<file path="config.mk">
export PLATFORM = sky130hd
export DESIGN_NAME = audio_pdm_out
export DESIGN_NICKNAME = d
export VERILOG_FILES = /design/src/rtl/audio_pdm_out.sv
export SDC_FILE = /design/constraint.sdc
export NUM_CORES = 1
export LEC_CHECK = 0
export ABC_AREA = 0
export CAP_MARGIN = 30
export CELL_PAD_IN_SITES_DETAIL_PLACEMENT = 0
export CELL_PAD_IN_SITES_GLOBAL_PLACEMENT = 2
export CORE_AREA = 2 2 117 119
export DETAILED_ROUTE_END_ITERATION = 8
export DIE_AREA = 0 0 119 121
export GPL_ROUTABILITY_DRIVEN = 0
export GPL_TIMING_DRIVEN = 0
export PLACE_DENSITY = 0.63
export SYNTH_ARGS = -nofsm -noshare
export SYNTH_HDL_FRONTEND = slang
export SYNTH_SLANG_ARGS = --single-unit
</file>
<file path="constraint.sdc">
create_clock -name clk -period 2.6 [get_ports clk]
set_input_delay 0.65 -clock clk [delete_from_list [all_inputs] [get_ports clk]]
set_output_delay 0.65 -clock clk [all_outputs]
set_load 0.02 [all_outputs]
</file>
<file path="src/rtl/audio_pdm_out.sv">
`default_nettype none
// ============================================================================
// audio_pdm_out : sample FIFO feeding a first-order sigma-delta PDM modulator
// Revision      : 1.0
// ============================================================================
module audio_pdm_out #(
    parameter int BITDEPTH   = 14,
    parameter int SAMPLE_DIV = 256,
    parameter int FIFO_DEPTH = 4
) (
    input  logic                          clk,
    input  logic                          rst_n,
    input  logic                          enable,
    input  logic [BITDEPTH-1:0]           in_sample,
    input  logic                          in_valid,
    output logic                          in_ready,
    output logic                          sample_tick,
    output logic                          underrun,
    input  logic                          underrun_clr,
    output logic [$clog2(FIFO_DEPTH):0]   fifo_level,
    output logic                          pdm_out
);

    localparam int CW = $clog2(SAMPLE_DIV);
    localparam int AW = (FIFO_DEPTH > 1) ? $clog2(FIFO_DEPTH) : 1;
    localparam int LW = $clog2(FIFO_DEPTH) + 1;
    localparam logic [CW-1:0]       CNT_MAX = CW'(SAMPLE_DIV - 1);
    localparam logic [BITDEPTH-1:0] CUR_RST = BITDEPTH'((1 << (BITDEPTH - 1)) - 1);

    logic [BITDEPTH-1:0] mem_q [FIFO_DEPTH];
    logic [AW-1:0]       wr_ptr_q, rd_ptr_q;
    logic [LW-1:0]       level_q, level_d;
    logic [CW-1:0]       cnt_q;
    logic                tick_q;
    logic [BITDEPTH-1:0] cur_q;
    logic [BITDEPTH:0]   acc_q, acc_d;
    logic                underrun_q;
    logic                push, pop;

    function automatic logic [AW-1:0] ptr_inc(input logic [AW-1:0] p);
        return (p == AW'(FIFO_DEPTH - 1)) ? '0 : p + AW'(1);
    endfunction

    // in_ready looks only at the registered level so a same-cycle pop cannot open it
    assign in_ready    = (level_q < LW'(FIFO_DEPTH));
    assign sample_tick = tick_q & enable;
    assign push        = in_valid & in_ready;
    assign pop         = sample_tick & (level_q != '0);
    assign fifo_level  = level_q;
    assign underrun    = underrun_q;
    assign pdm_out     = acc_q[BITDEPTH];

    always_comb begin
        level_d = level_q;
        if (push && !pop) begin
            level_d = level_q + LW'(1);
        end else if (pop && !push) begin
            level_d = level_q - LW'(1);
        end
    end

    assign acc_d = {1'b0, acc_q[BITDEPTH-1:0]} + {1'b0, cur_q};

    always_ff @(posedge clk) begin
        if (push) begin
            mem_q[wr_ptr_q] <= in_sample;
        end
    end

    always_ff @(posedge clk or negedge rst_n) begin
        if (!rst_n) begin
            wr_ptr_q <= '0;
            rd_ptr_q <= '0;
            level_q  <= '0;
        end else begin
            if (push) begin
                wr_ptr_q <= ptr_inc(wr_ptr_q);
            end
            if (pop) begin
                rd_ptr_q <= ptr_inc(rd_ptr_q);
            end
            level_q <= level_d;
        end
    end

    always_ff @(posedge clk or negedge rst_n) begin
        if (!rst_n) begin
            cnt_q  <= '0;
            tick_q <= 1'b0;
            acc_q  <= '0;
        end else if (!enable) begin
            cnt_q  <= '0;
            tick_q <= 1'b0;
            acc_q  <= '0;
        end else begin
            cnt_q  <= (cnt_q == CNT_MAX) ? '0 : cnt_q + CW'(1);
            tick_q <= (cnt_q == CNT_MAX);
            acc_q  <= acc_d;
        end
    end

    // A set in the same cycle as a clear wins
    always_ff @(posedge clk or negedge rst_n) begin
        if (!rst_n) begin
            cur_q      <= CUR_RST;
            underrun_q <= 1'b0;
        end else begin
            if (pop) begin
                cur_q <= mem_q[rd_ptr_q];
            end
            if (sample_tick && (level_q == '0)) begin
                underrun_q <= 1'b1;
            end else if (underrun_clr) begin
                underrun_q <= 1'b0;
            end
        end
    end

endmodule
`default_nettype wire

</file>
# Word level (Yosys, flattened, before mapping)
# Memories as Yosys holds them, arrays and structs flattened. A register that Yosys moved wholly into a read port is not among the register bits.
# Cells that the tools add are included.
# totals
ram_bits,56
memories,1
wordCells,43
regBits,32
inputBits,19
# op_classes
muxes,12
n_eq_ne,3
bitwise,3
n_addsub,6
n_reduce_logical,10
n_lt_le_gt_ge,1
# mem_list
name,words,word_bits,read_ports,rd_clocked_by_memory_dff,write_ports,line_no,text
mem_q,4,14,1,1,1,30,logic [BITDEPTH-1:0] mem_q [FIFO_DEPTH];
# op_table
op,count
8-bit two-way mux,2
14-bit by 14-bit adder with 15-bit output,1
15-bit two-way mux,1
8-bit by 1-bit adder with 8-bit output (second input constant),1
8-bit equality test (second input constant),1
3-bit two-way mux,2
1-bit two-way mux,5
2-bit by 1-bit adder with 2-bit output (second input constant),2
2-bit equality test (second input constant),2
2-bit two-way mux,2
2-bit nonzero test,2
3-bit by 1-bit adder with 3-bit output (second input constant),1
1-bit AND,3
1-bit logical AND,3
1-bit logical NOT,3
3-bit logical NOT,1
3-bit less-than comparator (second input constant),1
3-bit nonzero test,1
3-bit by 1-bit subtractor with 3-bit output (second input constant),1

# Logic depth before layout (Yosys ltp)
# logic_depth
depth_word,6
ltp_mapped,10

# Least setup slack after synthesis
# OpenSTA, ideal clock, no wires.
# synth_path
path_type,register -> register
from,register level_q[0] (netlist: fifo_level[0])
to,register level_q[2] (netlist: fifo_level[2])
path_stages_with_launch,10
path_slack_ns,0.307
period_less_slack_ns,2.293
t_arrival_ns,2.213
path_buffers,1
setup_time_ns,0.080
path_cell_list,dfrtp_1 -> or3_1 -> nand2_2 -> buf_4 -> ha_1 -> inv_1 -> fa_1 -> xor2_1 -> nor2_1 -> xnor2_1
# synth_via
elab_chain_cells,5
elab_cells_between_ends,13
cone_classes,add/sub: 2; order compare: 1; mux: 2; bitwise: 2; reduce/logical: 6
# synth_lines
element,line_no,text
"start, declared",32,"logic [LW-1:0] level_q, level_d;"
"start signal, assigned",82,level_q <= level_d;
3-bit less-than comparator or 3-bit nonzero test (tied branches),"45, 48",
1-bit AND (on tied branches),"47, 48",
1-bit logical NOT (on tied branches),"57, 55",
1-bit logical AND (on tied branches),"57, 55",
2-bit nonzero test (no line) or 3-bit two-way mux (tied branches),n/a,
# Parallel ways exist; a longest one is shown, timed or not. The select of a mux whose other input is x is not followed.
# A chain may end at the register's enable or synchronous reset.

# Worst setup path after layout
# layout_path
from,input enable
to,register level_q[2] (netlist: fifo_level[2])
# layout_via
elab_chain_cells,5
elab_cells_between_ends,7
cone_classes,mux: 1; bitwise: 2; reduce/logical: 4
# layout_lines
element,line_no,text
"start, declared",13,"input logic enable,"
1-bit AND (*),46,assign sample_tick = tick_q & enable;
1-bit AND (*),48,assign pop = sample_tick & (level_q != '0);
1-bit logical NOT,55,if (push && !pop) begin
1-bit logical AND,55,
3-bit two-way mux or 2-bit nonzero test (tied branches),n/a,
# Every way passes the cells marked *; elsewhere a longest branch is shown, timed or not.

==> results by group <==
Cells and area
  • Final cell count without fillers: 510
  • Share of cells above drive strength 1: 22.8%
  • Final nets: 371
  • N_diodes: 0
  • Fillcell total: 1229
  • P&R area growth vs syn: 17.9%

Worst setup path
  • Reg2reg end: fifo_level[2]$_DFFE_PN0P_
  • R2R setup slack: 0.24 ns
  • Crit path kind: in -> reg
  • Crit end category: flip-flop
  • Cell mode on critical path: inv_1
  • Data required, critical path: 2.87 ns
  • Startpoint Class: input pin
  • CP Max Fanout: 10
  • Worst path cell trace: clkdlybuf4s50_1 > nand2_1 > inv_1 > nand2_4 > buf_4 > ha_1 > inv_1 > fa_1 > xor2_1 > nor2_1 > xnor2_1
  • CP max stage cell: clkdlybuf4s50_1
  • FF-to-FF path depth: 9
  • R2r startpoint: fifo_level[0]$_DFFE_PN0P_
  • Critical Path Max Stage Delay: 0.45 ns
  • CP arrival: 2.68 ns

Place
  • Setup Slack @ Placement: -0.300 ns
  • Placed Cells incl. Taps: 494
  • Port-buffer cells: 25
  • DP HPWL: 5510 um

Power and ir drop
  • Part of the power in combinational logic: 14.5%
  • Switching power: 0.00105 W
  • VDD IR max: 522 uV
  • Power Density: 737 nW/um^2
  • P_leak: 2.08 nW
  • Clock share of power: 34.6%
  • Internal Power: 0.00284 W
  • Flop pwr share: 50.9%
  • Switching share of power: 27.0%

Flow run
  • Total of max-cap violations: 0

Drt
  • Iter 0 DRT Violations: 103
  • First drt pass iteration count: 4
  • DRC: 0
  • DRT antenna net count: 0
  • Routed wire length: 8010 um
  • Wirelength per Cell: 15.7 um
  • Via count: 2393
  • Via density: 4.69

Clocking
  • CTS clock-pin slew for the worst setup and hold paths: 0.07 ns
  • Postcts setup bufs: 0
  • Maximum clock path buffer count: 2
  • Cts repair resizes: 0
  • Clk sink count: 102
  • Clk root buf: clkbuf_16
  • Post-CTS Hold Buffers: 0
  • Skew-Pair Late Insertion Delay: 0.35 ns
  • CTS H-tree lvls: 3
  • CTS tree: done
  • CTS Buf Count: 9

Floorplan
  • Core footprint: 13100 um^2
  • Die span in y: 121 um
  • Starting Density: 34.2%
  • Rows: 42
  • Die X: 119 um
  • Die ar.: 14400 um^2
  • IO Pins: 26

Synth
  • Synth top area share: 37.6%
  • Mapped Avg Cell Area: 15.3 um^2
  • Synth top area cells: edfxtp_1, dfrtp_1, dfstp_2, mux4_2, ha_1
  • Predominant post-synthesis flop cell: edfxtp_1
  • Cell taking the most area after synthesis: edfxtp_1
  • Top-count cell post-synth: edfxtp_1
  • Commonest cells post-synth: edfxtp_1, dfrtp_1, nor2_1
  • Number of flops mapped to enable cells by yosys: 56
  • Synth Register Bits: 102
  • Distinct cells, synth: 43
  • Net count after synthesis: 334
  • YS warnings: 0
  • Post-Synthesis Cell Area: 4470 um^2
  • Seq/Total Area, Yosys: 63.7%
  • Mapped Cells: 292
  • Fraction of registers with async set/reset: 45.1%

STA
  • TNS Setup: 0 ns
  • Final setup skew: 0.00785 ns
  • Hold Fails Final Rpt: 0
  • Final Critical Period: 2.41 ns
  • PnR worst setup slack: 0.190 ns
  • RSZ-0062 raised after global routing: false
  • Final setup viols: 0
  • Max transition margin: 47.3%
  • Number of max-slew violations in the final report: 0
  • Crit share post-route: 92.7%
  • Worst-Margin Slew: 0.791 ns
  • Max Clk Rate: 415 MHz

Outcome
  • Outcome: finished, final reports clean

Global routing
  • GRT Util Overall: 12.3%
  • Initial antenna violation count: 0
  • GRT overflow: 0
  • Vias in the first global route: 2486
  • Largest net degree at the start of global routing: 27
  • First-pass GRT wire length: 13400 um

Hold path
  • Hold/Removal Path Class: in -> async
## state kept, by name, summed over array words and instances, names as in the netlist
name / cells
rd_ptr_q: 2
tick_q: 1
acc_q: 15
mem_q: 56
wr_ptr_q: 2
cnt_q: 8
fifo_level: 3
underrun: 1
cur_q: 14
## worst max-delay path by stage
stage	cells past startpoint	startpoint	to	slack [ns]
detailed placement	11	enable	fifo_level[2]$_DFFE_PN0P_	-0.30
CTS	4	enable	sample_tick	0.0009
floorplan	9	fifo_level[0]$_DFFE_PN0P_	fifo_level[2]$_DFFE_PN0P_	0.31
finish	11	enable	fifo_level[2]$_DFFE_PN0P_	0.19
global placement	1	rst_n	acc_q[3]$_DFF_PN0_	-0.57
global route	11	enable	fifo_level[2]$_DFFE_PN0P_	0.008
## per-layer routing
layer,share of wire (%),track usage (%)
met4,1.3,3.79
met5,0,0
met3,3.0,3.90
met2,46,18.8
met1,50,16.7
## cell type report
class,count,area [um^2],area share [%]
Tap cell,176,220,4.17
Inverter,7,26.3,0.498
Timing Repair Buffer,26,268,5.08
Multi-Input combinational cell,176,1570,29.7
Clock inverter,7,78.8,1.49
Buffer,7,42.5,0.806
Clock buffer,9,225,4.27
Sequential cell,102,2850,54.0
## worst max-delay path, delay by kind of cell
family	cells	cell delay (ns)
xor+xnor	2	0.28
fa+ha+maj	2	0.57
buf+inv	4	0.80
simple gates	3	0.38
## layout by cell type, fill, tap and decap left out, types with 2 or more instances in the layout
cell	netlist	layout
a211oi_1	4	4
a21o_1	2	2
a21oi_1	8	8
and2_1	7	7
and3_1	2	2
buf_2	1	2
buf_4	2	2
clkbuf_1	3	3
clkbuf_16	0	9
clkdlybuf4s50_1	0	23
clkinv_8	0	2
clkinvlp_4	0	2
dfrtp_1	33	33
dfstp_2	13	13
edfxtp_1	56	56
fa_1	2	2
ha_1	21	21
inv_1	7	7
inv_8	0	2
mux2_2	16	16
mux4_2	14	14
nand2_1	13	13
nand3_1	6	6
nor2_1	30	30
nor2b_1	2	2
o21ai_0	8	8
o21bai_2	2	2
o41ai_2	2	2
or3_1	3	2
xnor2_1	11	11
xor2_1	7	7
## kinds of logic after synthesis
group / synth area share (%)
buffers and inverters: 1.54
multiplexers: 11.1
adder cells (fa/ha/maj): 6.77
AO/OA/AOI/OAI: 6.41
AND/OR/NAND/NOR: 6.99
XOR/XNOR: 3.52
flip-flops: 63.7
## through the flow
stage	util (%)	power, W	area, um^2	hold slack (ns)
after floorplan	-	0.00235	4470	0.354
after global placement	37.8	0.00258	4940	0.468
after detailed placement	37.9	0.00259	4960	0.482
after CTS	40.2	0.00395	5260	0.280
after global routing	40.3	0.00409	5280	0.298
final	40.3	0.00389	5280	0.268
## power by group through the flow
| stage | Combinational [W] | Clock (W) | Sequential, W |
|---|---|---|---|
| floorplan | 0.000330 | 0 | 0.00202 |
| global placement | 0.000568 | 0 | 0.00201 |
| detailed placement | 0.000577 | 0 | 0.00201 |
| CTS | 0.000578 | 0.00139 | 0.00198 |
| global route | 0.000633 | 0.00146 | 0.00200 |
| finish | 0.000565 | 0.00135 | 0.00198 |
Note: power is estimated with default switching activity, not from simulation.
